===== src/rtl/result_scorer_if.sv =====
// rtl/result_scorer_if.sv - image hand-off and prediction report bundle for result_scorer
interface result_scorer_if #(
    parameter int N_CLASSES = 10,
    parameter int WIDTH     = 32
);
    logic                                done_in;
    logic [N_CLASSES-1:0][WIDTH-1:0]     result;
    logic [7:0]                          label_in;
    logic [3:0]                          pred;
    logic                                pred_valid;
    logic                                correct;
    logic                                bad_label;

    modport master (
        output done_in,
        output result,
        output label_in,
        input  pred,
        input  pred_valid,
        input  correct,
        input  bad_label
    );

    modport slave (
        input  done_in,
        input  result,
        input  label_in,
        output pred,
        output pred_valid,
        output correct,
        output bad_label
    );
endinterface


===== src/rtl/result_scorer.sv =====
// rtl/result_scorer.sv - sequential argmax of class scores, label compare and accuracy counters
module result_scorer #(
    parameter int N_CLASSES = 10,
    parameter int WIDTH     = 32,
    parameter int CNT_W     = 16
) (
    input  logic              clk,
    input  logic              rst,
    result_scorer_if.slave    bus,
    input  logic              clear_stats,
    output logic              busy,
    output logic [CNT_W-1:0]  total_cnt,
    output logic [CNT_W-1:0]  correct_cnt,
    output logic              overrun
);
    localparam logic [7:0] NC8     = 8'(N_CLASSES);
    localparam logic [3:0] LAST    = 4'(N_CLASSES - 1);
    localparam logic [CNT_W-1:0] CNT_MAX = '1;

    typedef enum logic [1:0] {
        IDLE,
        SCAN,
        REPORT
    } state_t;

    state_t                          r_state;
    logic                            r_done_q;
    logic [N_CLASSES-1:0][WIDTH-1:0] r_buf;
    logic [7:0]                      r_label;
    logic signed [WIDTH-1:0]         r_best_val;
    logic [3:0]                      r_best_idx;
    logic [3:0]                      r_idx;
    logic [3:0]                      r_pred;
    logic                            r_pred_valid;
    logic                            r_correct;
    logic                            r_bad_label;
    logic                            r_busy;
    logic                            r_overrun;
    logic [CNT_W-1:0]                r_total_cnt;
    logic [CNT_W-1:0]                r_correct_cnt;

    logic                            w_start;
    logic signed [WIDTH-1:0]         w_cand;
    logic                            w_take;
    logic [3:0]                      w_win_idx;
    logic signed [WIDTH-1:0]         w_win_val;
    logic                            w_label_ok;
    logic                            w_match;

    assign w_start    = bus.done_in & ~r_done_q;
    assign w_cand     = $signed(r_buf[r_idx]);
    // Strict compare so that ties keep the lower class index
    assign w_take     = w_cand > r_best_val;
    assign w_win_idx  = w_take ? r_idx  : r_best_idx;
    assign w_win_val  = w_take ? w_cand : r_best_val;
    assign w_label_ok = r_label < NC8;
    assign w_match    = (r_label == {4'b0000, w_win_idx});

    always_ff @(posedge clk) begin
        if (rst) begin
            r_state       <= IDLE;
            // Track done_in through reset so a level held across reset is not an edge
            r_done_q      <= bus.done_in;
            r_buf         <= '0;
            r_label       <= '0;
            r_best_val    <= '0;
            r_best_idx    <= '0;
            r_idx         <= '0;
            r_pred        <= '0;
            r_pred_valid  <= 1'b0;
            r_correct     <= 1'b0;
            r_bad_label   <= 1'b0;
            r_busy        <= 1'b0;
            r_overrun     <= 1'b0;
            r_total_cnt   <= '0;
            r_correct_cnt <= '0;
        end else begin
            r_done_q     <= bus.done_in;
            r_pred_valid <= 1'b0;

            if (clear_stats) begin
                r_overrun <= 1'b0;
            end else if (w_start && (r_state != IDLE)) begin
                r_overrun <= 1'b1;
            end

            case (r_state)
                IDLE: begin
                    if (w_start) begin
                        r_buf      <= bus.result;
                        r_label    <= bus.label_in;
                        r_best_val <= $signed(bus.result[0]);
                        r_best_idx <= 4'd0;
                        r_idx      <= 4'd1;
                        r_busy     <= 1'b1;
                        r_state    <= SCAN;
                    end
                end
                SCAN: begin
                    r_best_val <= w_win_val;
                    r_best_idx <= w_win_idx;
                    r_idx      <= r_idx + 4'd1;
                    if (r_idx == LAST) begin
                        r_pred       <= w_win_idx;
                        r_pred_valid <= 1'b1;
                        r_correct    <= w_match & w_label_ok;
                        r_bad_label  <= ~w_label_ok;
                        r_state      <= REPORT;
                    end
                end
                REPORT: begin
                    r_busy  <= 1'b0;
                    r_state <= IDLE;
                end
                default: begin
                    r_busy  <= 1'b0;
                    r_state <= IDLE;
                end
            endcase

            // Clear beats the REPORT-cycle increment; the reported image goes uncounted
            if (clear_stats) begin
                r_total_cnt   <= '0;
                r_correct_cnt <= '0;
            end else if (r_state == REPORT) begin
                if (r_total_cnt != CNT_MAX) begin
                    r_total_cnt <= r_total_cnt + 1'b1;
                end
                if (r_correct && (r_correct_cnt != CNT_MAX)) begin
                    r_correct_cnt <= r_correct_cnt + 1'b1;
                end
            end
        end
    end

    assign bus.pred       = r_pred;
    assign bus.pred_valid = r_pred_valid;
    assign bus.correct    = r_correct;
    assign bus.bad_label  = r_bad_label;
    assign busy           = r_busy;
    assign total_cnt      = r_total_cnt;
    assign correct_cnt    = r_correct_cnt;
    assign overrun        = r_overrun;
endmodule

===== src/flat_wrapper.sv =====
// flat-port wrapper written by rule: the top's interface ports become plain ports
module result_scorer_flat 
#(
    parameter int N_CLASSES = 10,
    parameter int WIDTH     = 32,
    parameter int CNT_W     = 16
)
  (clk, rst, clear_stats, busy, total_cnt, correct_cnt, overrun, bus_done_in, bus_result, bus_label_in, bus_pred, bus_pred_valid, bus_correct, bus_bad_label);
  result_scorer_if #(.N_CLASSES(N_CLASSES), .WIDTH(WIDTH)) bus_i ();
  input  logic clk;
  input  logic rst;
  input  logic clear_stats;
  output logic busy;
  output logic [CNT_W-1:0] total_cnt;
  output logic [CNT_W-1:0] correct_cnt;
  output logic overrun;
  input wire logic [$bits(bus_i.done_in)-1:0] bus_done_in;
  input wire logic [$bits(bus_i.result)-1:0] bus_result;
  input wire logic [$bits(bus_i.label_in)-1:0] bus_label_in;
  output wire logic [$bits(bus_i.pred)-1:0] bus_pred;
  output wire logic [$bits(bus_i.pred_valid)-1:0] bus_pred_valid;
  output wire logic [$bits(bus_i.correct)-1:0] bus_correct;
  output wire logic [$bits(bus_i.bad_label)-1:0] bus_bad_label;
  assign bus_i.done_in = bus_done_in;
  assign bus_i.result = bus_result;
  assign bus_i.label_in = bus_label_in;
  assign bus_pred = bus_i.pred;
  assign bus_pred_valid = bus_i.pred_valid;
  assign bus_correct = bus_i.correct;
  assign bus_bad_label = bus_i.bad_label;
  result_scorer #(.N_CLASSES(N_CLASSES), .WIDTH(WIDTH), .CNT_W(CNT_W)) u_core (.clk(clk), .rst(rst), .bus(bus_i), .clear_stats(clear_stats), .busy(busy), .total_cnt(total_cnt), .correct_cnt(correct_cnt), .overrun(overrun));
endmodule

===== config.mk =====
export PLATFORM = sky130hd
export DESIGN_NAME = result_scorer_flat
export DESIGN_NICKNAME = d
export VERILOG_FILES = /design/src/rtl/result_scorer_if.sv /design/src/rtl/result_scorer.sv /design/src/flat_wrapper.sv
export SDC_FILE = /design/constraint.sdc
export NUM_CORES = 1
export LEC_CHECK = 0
export ABC_AREA = 1
export BUFFER_PORTS_ARGS = -buffer_cell sky130_fd_sc_hd__buf_4
export CAP_MARGIN = 25
export CORE_MARGIN = 10
export CORE_UTILIZATION = 55
export DETAILED_ROUTE_END_ITERATION = 16
export GPL_ROUTABILITY_DRIVEN = 0
export PLACE_DENSITY = 0.9
export SLEW_MARGIN = 0
export SYNTH_ARGS = -nofsm -noshare
export SYNTH_HDL_FRONTEND = slang
export SYNTH_SLANG_ARGS = --single-unit

===== constraint.sdc =====
create_clock -name clk -period 4.9 [get_ports clk]
set_clock_uncertainty 0.2 [all_clocks]
set_input_delay 1.47 -clock clk [delete_from_list [all_inputs] [get_ports clk]]
set_output_delay 1.47 -clock clk [all_outputs]
set_load 0.01 [all_outputs]

==> results.yml <==
synthesis:
  synthArstFlopShare_pct: 0
  synth_cell_types: 36
  ys.flop_type: "dfxtp_1"
  syn_avg_cell_area_sq_um: 7.10
  netlist_area_sq_um: 18300
  syn_inst: 2571
  syn_nets: 2939
  synth-seq-area-share_pct: 45.2
  synth_seq_cells: 412
  yosys_warnings: 0
  synth-edff-count: 0
worst_setup_path:
  cp_num_buf_inv: 3
  crit_family: "compound AO/OA/AOI/OAI gates"
  cp.required_ns: 5.15
  rr_endpoint: "u_core.r_best_val[23]"
  path_cells: "inv_4 > buf_12 > nor2_1 > o221ai_1 > o211ai_1 > o21ai_0 > ha_1 > nand2_1 > nor2_1 > nor2_1 > nand3_1 > nor2_1 > nand2_1 > nand2_1 > nand3_4 > o21ai_4 > buf_12 > o21ai_1 > a31oi_1"
  cp-endpoint: "u_core.r_best_val[23]"
  cp-start-kind: "register"
  crit_start: "u_core.r_idx[0]"
  crit_cells: 19
  crit_fanout: 64
  crit_top_cell: "nor2_1"
  slowest_delay_ns: 0.47
  crit_arrival_ns: 4.69
  rrSetupSlack_ns: 0.46
  cp_slowest_cell: "inv_4"
  end_kind: "register"
  critPathKind: "reg -> reg"
  timing.rr.start: "u_core.r_idx[0]"
  reg2reg_depth: 19
clock_network:
  cts_buffers: 43
  ctsHoldBuffers: 0
  root_buffer: "clkbuf_16"
  clock_path_buffers: 3
  post-cts-setup-buffers: 0
  clock-sinks: 412
  htreeDepth: 2
  clk_latency_ns: 0.55
  cts.clk_slew.worst_paths_ns: 0.06
  cts-resized-gates: 0
  cts_tree: "done"
power_and_ir_drop:
  powerDensity_nw_per_um2: 379
  peakVddDrop_v: 0.000220
  clockPowerShare_pct: 38.7
  netSwitchingFraction_pct: 28.0
  power_switching_mw: 2.40
  p_seq_share_pct: 43.7
  p_leak_nw: 9.24
  p_comb_share_pct: 17.6
  intPower_mw: 6.17
route:
  vias_per_cell: 5.90
  wl_per_cell_um: 19.6
  ant_nets: 0
  wl_um: 64700
  first_pass_iters: 6
  drc: 0
  drt-initial-drc-count: 2762
  vias: 19500
timing:
  tightest_slew_ns: 0.854
  drv_slew: 0
  hold_viol: 0
  hold_ws_ns: 0.265
  period_share_pct: 90.6
  fmax_mhz: 225
  setup_viol: 0
  rsz0062_at_grt: "no"
  relSlewSlack_pct: 43.1
  period_needed_ns: 4.44
  finalSetupTns_ns: 0
cells_and_area:
  nNetsFinal: 3187
  fin_cells: 3297
  area_delta_synth_final_pct: 23.8
  drive_gt1_share_pct: 17.2
  stdcell_area_sq_um: 22600
place:
  hpwl_um: 45300
  postPlaceCellArea_sq_um: 21200
  dp_cells: 3216
  io_buffer_count: 372
grt:
  grt-ovfl-total: 0
  grt_start_max_net_pins: 166
  grt_util_all_layers_pct: 29.6
  grt_pass1_wl_um: 98400
  antenna_found_initial: 10
  grt_pass1_vias: 18100
run_status:
  status: "completed"
floorplanning:
  die_x_um: 202
  die_h_um: 202
  coreArea_sq_um: 32600
  initial_core_util_pct: 56.0
  ios: 373
  die_area_sq_um: 40900
  std_cell_rows: 66
flow_run:
  maxCapViolCount: 0
hold_path:
  hold_path.class: "reg -> reg"
cells by family (layout without fill, tap and decap cells):
| group | after synthesis | in the layout | share of synthesized area (%) |
|---|---|---|---|
| and+or+nand+nor | 1081 | 1081 | 23.1 |
| AOI/OAI and AO/OA | 738 | 738 | 22.3 |
| DFF | 412 | 412 | 45.2 |
| buffers and inverters | 286 | 561 | 6.05 |
| adders and majority gates | 36 | 36 | 2.47 |
| muxes | 17 | 17 | 0.932 |
| xor gates and xnor gates | 1 | 1 | 0.0480 |
| other | 0 | 9 | 0 |
through the flow:
step	worst slack, ns	power, mW	util, %
4_1_cts	0.573	8.51	69.2
3_3_place_gp	0.852	5.18	64.9
6_report	0.462	8.56	69.3
3_5_place_dp	0.729	5.24	64.9
5_1_grt	0.272	8.87	69.3
2_1_floorplan	1.46	4.71	-
final cells by class:
| cell class | instances | area [sq um] |
|---|---|---|
| Antenna cell | 9 | 22.5 |
| Clock buffer | 61 | 1250 |
| Clock inverter | 11 | 161 |
| Fill cell | 2504 | 10000 |
| Inverter | 96 | 378 |
| Multi-Input combinational cell | 1873 | 8920 |
| Sequential cell | 412 | 8250 |
| Tap cell | 442 | 553 |
| Timing Repair Buffer | 393 | 3060 |
cell usage after synthesis, types with 2 or more instances:
cell type	n	area, sq um
nand3_2	2	20.0
a21oi_1	58	290
o21ai_1	29	145
clkbuf_1	175	657
inv_2	2	7.51
clkinv_1	3	11.3
nand2_1	181	679
a21o_1	2	15.0
nor2_1	829	3110
buf_1	5	18.8
buf_2	7	35.0
dfxtp_1	412	8250
nor3b_1	5	37.5
a31o_2	14	123
mux2i_1	17	170
o211ai_1	19	143
nor3_1	12	60.1
nand3_1	27	135
and3_1	2	12.5
a31oi_1	36	225
inv_1	91	342
or2_2	3	18.8
nand4_1	15	93.8
nor4_1	4	25.0
ha_1	36	450
o21a_1	3	22.5
o221ai_1	47	412
o22ai_1	17	106
o21ai_0	509	2550
buf_6	3	33.8
how the worst min path moves through the flow:
stage | from | slack (ns) | to | cells past startpoint
final | u_core.busy | 0.27 | u_core.busy | 2
after global routing | u_core.busy | 0.28 | u_core.busy | 2
after CTS | u_core.busy | 0.26 | u_core.busy | 2
after detailed placement | u_core.busy | 0.26 | u_core.busy | 2
after global placement | u_core.r_best_idx[0] | 0.25 | u_core.r_best_idx[0] | 2
after floorplan | u_core.r_label[0] | 0.24 | u_core.r_label[0] | 2
power groups by stage:
stage | clock network (mW) | logic [mW] | registers, mW
final | 3.31 | 1.51 | 3.74
after global routing | 3.45 | 1.67 | 3.75
after CTS | 3.31 | 1.47 | 3.73
after detailed placement | 0 | 1.44 | 3.80
after global placement | 0 | 1.39 | 3.79
after floorplan | 0 | 0.960 | 3.75
state kept, by name, summed over array words and instances, names as in the netlist, 2 cells and up:
name and count:
u_core.total_cnt 16, u_core.r_best_idx 4, u_core.r_state 2, u_core.r_idx 4, u_core.correct_cnt 16, u_core.bus.pred 4
u_core.r_best_val 32, u_core.r_label 8, u_core.r_buf 320
layout by cell type (no fill, tap or decap), types with 43 or more instances in the layout:
master     count
nand2_1      180
o221ai_1      47
nor2_1       828
clkbuf_16     43
dfxtp_1      409
buf_4        384
inv_1         88
o21ai_0      509
a21oi_1       58
per-layer routing:
metal / global-route usage (%) / vias to the layer above / share of wire, %
li1: - / 9080 / -
met1: 37.7 / 8905 / 39
met2: 45.2 / 1229 / 44
met3: 7.68 / 246 / 12
met4: 15.5 / 2 / 5.6
met5: 0 / - / 0.020
worst min-delay path: stages (launching register included):
cell     delay [ns]
dfxtp_1        0.31
nand2_1        0.06
a21oi_1        0.05
Power figures use the tool's default switching activity.
